### src/rtl/whack_pkg.sv
// Shared types and constants for the whack-a-mole game core.
package whack_pkg;

  localparam int unsigned SEG_W    = 3;
  localparam int unsigned SCORE_W  = 8;
  localparam int unsigned LEVEL_W  = 4;
  localparam int unsigned NUM_SEGS = 7;

  typedef enum logic [1:0] {
    IDLE = 2'd0,
    GAP  = 2'd1,
    UP   = 2'd2,
    OVER = 2'd3
  } sched_state_t;

  // Fold the out-of-range LFSR value onto segment 0 and never repeat the previous mole.
  function automatic logic [SEG_W-1:0] pick_seg(input logic [SEG_W-1:0] rnd,
                                                input logic [SEG_W-1:0] prev);
    logic [SEG_W-1:0] s;
    s = (rnd == SEG_W'(NUM_SEGS)) ? '0 : rnd;
    if (s == prev) begin
      s = (s == SEG_W'(NUM_SEGS - 1)) ? '0 : s + SEG_W'(1);
    end
    return s;
  endfunction

endpackage

### src/rtl/level_tracker.sv
// Counts hits toward the next level and derives the mole-visible window from the level.
module level_tracker
  import whack_pkg::*;
#(
  parameter int unsigned CNT_W          = 24,
  parameter int unsigned WIN_INIT       = 2_000_000,
  parameter int unsigned WIN_STEP       = 100_000,
  parameter int unsigned WIN_MIN        = 400_000,
  parameter int unsigned HITS_PER_LEVEL = 4
) (
  input  logic               clk,
  input  logic               rst,
  input  logic               clear,
  input  logic               hit,
  output logic [LEVEL_W-1:0] level,
  output logic [CNT_W-1:0]   window
);

  localparam int unsigned WIDE_W = CNT_W + 4;
  localparam int unsigned HC_W   = 8;

  logic [HC_W-1:0]   hit_cnt;
  logic [WIDE_W-1:0] reduction;
  logic [WIDE_W-1:0] remaining;

  always_ff @(posedge clk or posedge rst) begin
    if (rst) begin
      hit_cnt <= '0;
      level   <= '0;
    end else if (clear) begin
      hit_cnt <= '0;
      level   <= '0;
    end else if (hit) begin
      if (hit_cnt == HC_W'(HITS_PER_LEVEL - 1)) begin
        hit_cnt <= '0;
        if (level != '1) level <= level + LEVEL_W'(1);
      end else begin
        hit_cnt <= hit_cnt + HC_W'(1);
      end
    end
  end

  // Widened arithmetic so a large level cannot wrap below the floor.
  always_comb begin
    reduction = WIDE_W'(level) * WIDE_W'(WIN_STEP);
    remaining = '0;
    window    = CNT_W'(WIN_MIN);
    if (reduction < WIDE_W'(WIN_INIT)) begin
      remaining = WIDE_W'(WIN_INIT) - reduction;
      if (remaining > WIDE_W'(WIN_MIN)) window = CNT_W'(remaining);
    end
  end

endmodule

### src/rtl/mole_scheduler.sv
// Round sequencer: spaces moles by a fixed gap, times each visible window and scores presses.
module mole_scheduler
  import whack_pkg::*;
#(
  parameter int unsigned CNT_W          = 24,
  parameter int unsigned WIN_INIT       = 2_000_000,
  parameter int unsigned WIN_STEP       = 100_000,
  parameter int unsigned WIN_MIN        = 400_000,
  parameter int unsigned GAP_CYCLES     = 200_000,
  parameter int unsigned HITS_PER_LEVEL = 4,
  parameter int unsigned MAX_MISSES     = 5
) (
  input  logic               clk,
  input  logic               rst,
  input  logic               start,
  input  logic               stop,
  input  logic [SEG_W-1:0]   rand_seg,
  input  logic [7:0]         btn_rise,
  output logic               mole_valid,
  output logic [SEG_W-1:0]   mole_seg,
  output logic [LEVEL_W-1:0] level,
  output logic [SCORE_W-1:0] hits,
  output logic [SCORE_W-1:0] misses,
  output logic               wrong_pulse,
  output logic               game_over
);

  sched_state_t       state, state_n;
  logic [CNT_W-1:0]   gap_cnt, gap_n;
  logic [CNT_W-1:0]   win_cnt, win_n;
  logic [CNT_W-1:0]   window;
  logic [SCORE_W-1:0] hits_n, misses_n;
  logic [SCORE_W:0]   miss_inc;
  logic [SEG_W-1:0]   seg_n;
  logic               wrong_n;
  logic               clear;
  logic               hit;

  level_tracker #(
    .CNT_W          (CNT_W),
    .WIN_INIT       (WIN_INIT),
    .WIN_STEP       (WIN_STEP),
    .WIN_MIN        (WIN_MIN),
    .HITS_PER_LEVEL (HITS_PER_LEVEL)
  ) u_level (
    .clk    (clk),
    .rst    (rst),
    .clear  (clear),
    .hit    (hit),
    .level  (level),
    .window (window)
  );

  always_ff @(posedge clk or posedge rst) begin
    if (rst) begin
      state       <= IDLE;
      gap_cnt     <= '0;
      win_cnt     <= '0;
      hits        <= '0;
      misses      <= '0;
      mole_seg    <= '0;
      wrong_pulse <= 1'b0;
      mole_valid  <= 1'b0;
      game_over   <= 1'b0;
    end else begin
      state       <= state_n;
      gap_cnt     <= gap_n;
      win_cnt     <= win_n;
      hits        <= hits_n;
      misses      <= misses_n;
      mole_seg    <= seg_n;
      wrong_pulse <= wrong_n;
      mole_valid  <= (state_n == UP);
      game_over   <= (state_n == OVER);
    end
  end

  // start overrides everything; in UP the correct press outranks wrong bits and the timeout.
  always_comb begin
    state_n  = state;
    gap_n    = gap_cnt;
    win_n    = win_cnt;
    hits_n   = hits;
    misses_n = misses;
    seg_n    = mole_seg;
    wrong_n  = 1'b0;
    clear    = 1'b0;
    hit      = 1'b0;
    miss_inc = {1'b0, misses} + (SCORE_W + 1)'(1);
    if (start) begin
      clear    = 1'b1;
      hits_n   = '0;
      misses_n = '0;
      gap_n    = CNT_W'(GAP_CYCLES);
      state_n  = GAP;
    end else begin
      case (state)
        GAP: begin
          if (stop) begin
            state_n = OVER;
          end else if (gap_cnt == '0) begin
            seg_n   = pick_seg(rand_seg, mole_seg);
            win_n   = window;
            state_n = UP;
          end else begin
            gap_n = gap_cnt - CNT_W'(1);
          end
        end
        UP: begin
          if (stop) begin
            state_n = OVER;
          end else if (btn_rise[mole_seg]) begin
            hit     = (hits != '1);
            hits_n  = (hits == '1) ? hits : hits + SCORE_W'(1);
            gap_n   = CNT_W'(GAP_CYCLES);
            state_n = GAP;
          end else if (|btn_rise) begin
            wrong_n = 1'b1;
          end else if (win_cnt <= CNT_W'(1)) begin
            misses_n = (misses == '1) ? misses : miss_inc[SCORE_W-1:0];
            gap_n    = CNT_W'(GAP_CYCLES);
            state_n  = (miss_inc >= (SCORE_W + 1)'(MAX_MISSES)) ? OVER : GAP;
          end else begin
            win_n = win_cnt - CNT_W'(1);
          end
        end
        default: ;
      endcase
    end
  end

endmodule

### config.mk
export PLATFORM = sky130hd
export DESIGN_NAME = mole_scheduler
export DESIGN_NICKNAME = d
export VERILOG_FILES = /design/src/rtl/whack_pkg.sv /design/src/rtl/level_tracker.sv /design/src/rtl/mole_scheduler.sv
export SDC_FILE = /design/constraint.sdc
export NUM_CORES = 1
export LEC_CHECK = 0
export ABC_CLOCK_PERIOD_IN_PS = 8860
export BUFFER_PORTS_ARGS = -buffer_cell sky130_fd_sc_hd__buf_2
export CORE_MARGIN = 4
export CORE_UTILIZATION = 55
export DETAILED_ROUTE_END_ITERATION = 8
export PLACE_DENSITY = 0.73
export SLEW_MARGIN = 10
export SYNTH_ARGS = -nofsm -noshare
export SYNTH_HDL_FRONTEND = slang
export SYNTH_SLANG_ARGS = --single-unit
### constraint.sdc
create_clock -name clk -period 8.86 [get_ports clk]
set_clock_uncertainty 0.1 [all_clocks]
set_input_delay 0.886 -clock clk [delete_from_list [all_inputs] [get_ports clk]]
set_output_delay 0.886 -clock clk [all_outputs]
set_load 0.02 [all_outputs]
## After elaboration in Yosys (flattened, before gate mapping)

Cells that the tools add are included.

| word-level totals | value |
|---|---|
| register bits | 84 |
| bits of input ports | 15 |
| output and inout port bits | 26 |
| logic and storage cells | 131 |

| cells by class | value |
|---|---|
| add/subtract/negate cells | 8 |
| multipliers | 1 |
| $lt $le $gt $ge | 5 |
| equal/unequal tests | 28 |
| mux-type cells | 60 |
| bitwise operators | 2 |
| reductions and logical operators | 16 |

Operators by type and width:

| cell | number |
|---|---|
| $mux W24 | 15 |
| $mux W8 | 15 |
| $pmux W24 S2 | 2 |
| $sub A24 B1 Y24 const B | 2 |
| $gt A28 B19 Y1 const B | 1 |
| $le A24 B1 Y1 const B | 1 |
| $logic_not A24 Y1 | 1 |
| $ne A2 B2 Y1 const B | 11 |
| $sub A21 B21 Y22 const A | 1 |
| $lt A21 B21 Y1 const B | 1 |
| $add A8 B1 Y8 const B | 2 |
| $eq A8 B8 Y1 const B | 2 |
| $mul A4 B12 Y16 const B | 1 |
| $mux W2 | 8 |
| $mux W4 | 4 |
| $reduce_bool A2 Y1 | 7 |
| $ne A4 B4 Y1 const B | 3 |
| $reduce_and A6 Y1 | 2 |
| $mux W1 | 11 |
| $add A8 B1 Y9 const B | 1 |
| $ge A9 B3 Y1 const B | 1 |
| $mux W3 | 3 |
| $ne A3 B3 Y1 const B | 3 |
| $eq A8 B2 Y1 const B | 1 |
| 16 further kinds | 21 |

## Logic depth before layout (Yosys ltp)

| depth | value |
|---|---|
| word-level depth | 10 |
| mapped depth | 16 |
| depth with buffers taken out | 13 |

## By module

From an unflattened synthesis, not the netlist that was laid out.

| unflattened totals | value |
|---|---|
| cell total of the unflattened synthesis | 774 |
| area, all modules | 6632.6 um2 |

By module, submodules not included:

| module | times used | cells an instance | area an instance (um2) | seq. area each (um2) |
|---|---|---|---|---|
| mole_scheduler | 1 | 513 | 4520.6 | 1801.7 |
| level_tracker | 1 | 261 | 2112.0 | 300.3 |

## Worst setup path after synthesis

No wires, ideal clock.

| path | value |
|---|---|
| path type | reg-to-reg |
| start | register u_level.level[1] |
| end | register win_cnt[13] |
| library setup time | 0.135 ns |
| arrival | 3.746 ns |
| required time | 8.625 ns |
| setup slack | 4.879 ns |
| stages on the path, launching flop included | 16 |
| path buffers | 2 |
| clock period less this slack | 3.981 ns |
| cell sequence | dfrtp_1 -> ha_1 -> xor2_1 -> ha_1 -> a21o_1 -> ha_1 -> a311o_1 -> a21oi_2 -> xnor2_1 -> or4_1 -> o311ai_1 -> o22ai_2 -> buf_4 -> buf_6 -> a31oi_1 -> o31ai_1 |

| between the ends | value |
|---|---|
| longest elaborated chain between the ends | 8 |
| elaborated cells on any way between the ends | 9 |
| those cells by class | add/sub: 1; mul: 1; order compare: 2; mux: 5 |

RTL lines:

| element | RTL line | source |
|---|---|---|
| start, declared | level_tracker.sv:15 | `output logic [LEVEL_W-1:0] level,` |
| start signal, assigned | level_tracker.sv:36 | `if (level != '1) level <= level + LEVEL_W'(1);` |
| $mul A4 B12 Y16 * | level_tracker.sv:45 | `reduction = WIDE_W'(level) * WIDE_W'(WIN_STEP);` |
| $sub A21 B21 Y22 | level_tracker.sv:49 | `remaining = WIDE_W'(WIN_INIT) - reduction;` |
| $gt A28 B19 Y1 | level_tracker.sv:50 | `if (remaining > WIDE_W'(WIN_MIN)) window = CNT_W'(remaining);` |
| $mux W24 | level_tracker.sv:50 |  |
| $mux W24 * | level_tracker.sv:48 | `if (reduction < WIDE_W'(WIN_INIT)) begin` |
| $mux W24 * | mole_scheduler.sv:101 | `end else if (gap_cnt == '0) begin` |
| $mux W24 * | mole_scheduler.sv:99 | `if (stop) begin` |
| $pmux W24 S2 * | mole_scheduler.sv:97 | `case (state)` |
| end signal, assigned | mole_scheduler.sv:68 | `win_cnt <= win_n;` |
| end, declared | mole_scheduler.sv:30 | `logic [CNT_W-1:0] win_cnt, win_n;` |

Mark *: on every way between the ends. The rest lies on a longest branch, timed or not. The select of a mux whose other input is x is not followed.
A chain may end at the register's enable or synchronous reset.

## Worst setup path in the final report

| path | value |
|---|---|
| start | register u_level.level[2] |
| end | register win_cnt[7] |

Same word-level chain as after synthesis.

==> metrics.txt <==
# TYPE chip_impl_metric gauge
chip_impl_metric{name="worst_ep_arrival_time",unit="ns"} 4.92
chip_impl_metric{name="design.final.nets",unit=""} 839
chip_impl_metric{name="worst-slew-pin-transition",unit="ns"} 1.12
chip_impl_metric{name="route.vias.total",unit=""} 5964
chip_impl_metric{name="placementRows",unit=""} 39
chip_impl_metric{name="drc_violation_count_after_routing",unit=""} 0
chip_impl_metric{name="cts_repair_resize_count",unit=""} 0
chip_impl_metric{name="yosys_warnings",unit=""} 0
chip_impl_metric{name="netlist_instances",unit=""} 772
chip_impl_metric{name="finalSetupTns",unit="ns"} 0
chip_impl_metric{name="floorplan.initialDensity",unit="%"} 56.4
chip_impl_metric{name="die_w",unit="um"} 116
chip_impl_metric{name="filler_cell_count",unit=""} 1022
chip_impl_metric{name="synth_top_area_share",unit="%"} 32.5
chip_impl_metric{name="drtIter0Drc",unit=""} 520
chip_impl_metric{name="grt_overflow",unit=""} 0
chip_impl_metric{name="power.ir.vdd_worst",unit="mV"} 0.0953
chip_impl_metric{name="placed_cells_incl_taps",unit=""} 927
chip_impl_metric{name="timing.critical_path.required",unit="ns"} 8.99
chip_impl_metric{name="unique_cell_type_count_in_the_yosys_netlist",unit=""} 87
chip_impl_info{name="synth.most_common_cell",value="sky130_fd_sc_hd__dfrtp_1"} 1
chip_impl_info{name="yosys-top-cells-count",value="sky130_fd_sc_hd__dfrtp_1 (84), sky130_fd_sc_hd__nor2_1 (78), sky130_fd_sc_hd__o21ai_0 (73)"} 1
chip_impl_metric{name="final_cell_count_no_fill",unit=""} 943
chip_impl_metric{name="worst-path-max-fanout",unit=""} 12
chip_impl_metric{name="power",unit="W"} 0.00140
chip_impl_metric{name="timing.final.setup_violations",unit=""} 0
chip_impl_metric{name="antenna_left",unit=""} 0
chip_impl_metric{name="fin_ws",unit="ns"} 4.07
chip_impl_metric{name="drt-vias-per-instance",unit=""} 6.32
chip_impl_metric{name="grt_antenna_before_repair",unit=""} 0
chip_impl_metric{name="place_worst_setup_slack",unit="ns"} 4.12
chip_impl_metric{name="insertion_delay",unit="ns"} 0.35
chip_impl_metric{name="number_of_buffers_on_the_longest_clock_path",unit=""} 2
chip_impl_metric{name="postSynth.asyncResetShare",unit="%"} 100
chip_impl_info{name="cts_root_buffer",value="sky130_fd_sc_hd__clkbuf_16"} 1
chip_impl_metric{name="core",unit="um^2"} 11500
chip_impl_metric{name="post_syn_nets",unit=""} 816
chip_impl_metric{name="detailed_place_hpwl",unit="um"} 11600
chip_impl_metric{name="final_layout_size_suffix_gt1_share",unit="%"} 12.3
chip_impl_metric{name="timing.final.max_slew_violations",unit=""} 0
chip_impl_info{name="run_status",value="complete, no violations"} 1
chip_impl_metric{name="post-cts-setup-buffers",unit=""} 0
chip_impl_metric{name="stdcell_area",unit="um^2"} 7020
chip_impl_metric{name="die_area",unit="um^2"} 13600
chip_impl_info{name="synth_largest_area_cell",value="sky130_fd_sc_hd__dfrtp_1"} 1
chip_impl_metric{name="wirelength",unit="um"} 15800
chip_impl_metric{name="wl_per_cell",unit="um"} 16.7
chip_impl_metric{name="post_synth_instance_area",unit="um^2"} 6460
chip_impl_metric{name="synth.ff_latch_count",unit=""} 84
chip_impl_metric{name="synthesis.area_per_instance",unit="um^2"} 8.37
chip_impl_info{name="synth.area.top_cells",value="sky130_fd_sc_hd__dfrtp_1 (33%), sky130_fd_sc_hd__o21ai_0 (5.7%), sky130_fd_sc_hd__ha_1 (5.6%)"} 1
chip_impl_info{name="critPathCaptureType",value="register"} 1
chip_impl_metric{name="grt_pass1_vias",unit=""} 5608
chip_impl_metric{name="insertedDiodeCount",unit=""} 0
chip_impl_metric{name="cts_hold_repair.buffers",unit=""} 0
chip_impl_info{name="criticalPathCategory",value="reg2reg"} 1
chip_impl_metric{name="synth-edff-count",unit=""} 0
chip_impl_metric{name="period_minus_slack",unit="ns"} 4.79
chip_impl_info{name="min_path_type",value="reg2reg"} 1
chip_impl_info{name="synth-main-ff-cell",value="sky130_fd_sc_hd__dfrtp_1"} 1
chip_impl_metric{name="hold_viol_final",unit=""} 0
chip_impl_metric{name="gpl.final_weighted_congestion",unit=""} 0.898
chip_impl_metric{name="maxCapViolations",unit=""} 0
chip_impl_metric{name="power_leakage",unit="nW"} 2.98
chip_impl_metric{name="period_share",unit="%"} 54.0
chip_impl_metric{name="wire_length_of_the_first_global_routing_pass",unit="um"} 26500
chip_impl_metric{name="max_slew_margin",unit="%"} 25.3
chip_impl_metric{name="synth_seq_area_share",unit="%"} 32.5
chip_impl_metric{name="cts_htree_levels",unit=""} 3
chip_impl_metric{name="top_level_i_o_count",unit=""} 41
chip_impl_metric{name="pin_count_of_the_biggest_net_entering_global_routing",unit=""} 52
chip_impl_metric{name="number_of_iterations_in_the_first_detailed_routing_pass",unit=""} 5
chip_impl_info{name="worstSetupStartpointType",value="register"} 1
chip_impl_info{name="grt_setup_unrepaired",value="false"} 1
chip_impl_metric{name="dpl_cell_area",unit="um^2"} 6730
chip_impl_info{name="cts_tree",value="done"} 1
chip_impl_metric{name="floorplan.die.height",unit="um"} 116
chip_impl_metric{name="global_route.usage.total",unit="%"} 24.2
chip_impl_metric{name="number_of_port_buffers",unit=""} 40
chip_impl_metric{name="clk_pin_slew",unit="ns"} 0.07
chip_impl_metric{name="achievable-frequency",unit="MHz"} 209
chip_impl_metric{name="area_growth",unit="%"} 8.54
chip_impl_metric{name="power_density",unit="nW/um^2"} 199
chip_impl_metric{name="cts_inserted_buffers",unit=""} 9
chip_impl_metric{name="clkSinkCount",unit=""} 84
## routing by layer
layer | vias up | GRT usage (%) | part of all wire [%]
li1 | 2929 | - | -
met1 | 2824 | 31.3 | 45
met2 | 179 | 40.2 | 47
met3 | 32 | 3.99 | 5.4
met4 | 0 | 9.98 | 2.4
met5 | - | 0 | 0
## kinds of logic after synthesis
group	Yosys count	synth area share [%]
XOR/XNOR	42	5.69
AO/OA/AOI/OAI	240	26.0
buffers and inverters	57	3.74
flip-flops	84	32.5
adder cells (fa/ha/maj)	29	5.61
AND/OR/NAND/NOR	312	24.8
multiplexers	8	1.63
## final timing paths
kind                            slack (ns)          end  cells past startpoint              from
worst max-delay path                  4.07   win_cnt[7]                     13  u_level.level[2]
worst min-delay path                  0.38  gap_cnt[13]                      1       gap_cnt[13]
worst max register to register        4.07   win_cnt[7]                     13  u_level.level[2]
worst min register to register        0.38  gap_cnt[13]                      1       gap_cnt[13]
max in group asynchronous             7.17  win_cnt[14]                      3               rst
min in group asynchronous             0.46   gap_cnt[0]                      2               rst
## power breakdown
part / internal (W) / total, W / leakage (nW) / switching (W)
Sequential: 0.000435 / 0.000503 / 1.10 / 0.0000685
Combinational: 0.000195 / 0.000536 / 1.74 / 0.000341
Clock: 0.000199 / 0.000360 / 0.139 / 0.000160
## cells in the final DEF, fill, tap and decap left out, types with 15 or more instances in the layout
cell type                 instances
sky130_fd_sc_hd__dfrtp_1         84
sky130_fd_sc_hd__buf_2           40
sky130_fd_sc_hd__xor2_1          23
sky130_fd_sc_hd__xnor2_1         19
sky130_fd_sc_hd__nand4_1         15
sky130_fd_sc_hd__nand2_1         69
sky130_fd_sc_hd__nor3_1          27
sky130_fd_sc_hd__nor2_1          78
sky130_fd_sc_hd__inv_1           25
sky130_fd_sc_hd__ha_1            29
sky130_fd_sc_hd__o21ai_0         73
sky130_fd_sc_hd__nand3_1         30
sky130_fd_sc_hd__a31oi_1         17
sky130_fd_sc_hd__a21oi_1         35
## sequential cells by signal, indices dropped and copies added, names as in the netlist
register and cells:
wrong_pulse 1, mole_seg 3, misses 8, state 2
win_cnt 24, mole_valid 1, u_level.hit_cnt 8, gap_cnt 24
game_over 1, hits 8, u_level.level 4
## worst max-delay path, cell delays in order, from the launching register on
cell	delay (ns)
sky130_fd_sc_hd__dfrtp_1	0.48
sky130_fd_sc_hd__inv_1	0.11
sky130_fd_sc_hd__ha_1	0.29
sky130_fd_sc_hd__inv_1	0.04
sky130_fd_sc_hd__ha_1	0.43
sky130_fd_sc_hd__ha_1	0.36
sky130_fd_sc_hd__a21oi_1	0.29
sky130_fd_sc_hd__o21a_2	0.28
sky130_fd_sc_hd__xnor2_1	0.20
sky130_fd_sc_hd__o41ai_2	0.44
sky130_fd_sc_hd__nand3_1	0.16
sky130_fd_sc_hd__a2111oi_2	1.05
sky130_fd_sc_hd__nand4_1	0.19
sky130_fd_sc_hd__and3_1	0.24
## metrics by stage
stage	util [%]	hold slack, ns
4_1_cts	61.2	0.379
2_1_floorplan	-	0.346
6_report	61.2	0.377
3_5_place_dp	58.7	0.367
3_3_place_gp	58.7	0.363
5_1_grt	61.2	0.417
## cell type report
class	instances	area [um^2]	area share, %
repair buffers	43	223	3.17
inverters	26	98.8	1.41
well taps	143	179	2.55
clock inverters	6	47.5	0.678
flip-flops and latches	84	2100	30.0
clock buffers	10	239	3.41
multi-input cells	631	4130	58.8
Power figures use the tool's default switching activity.
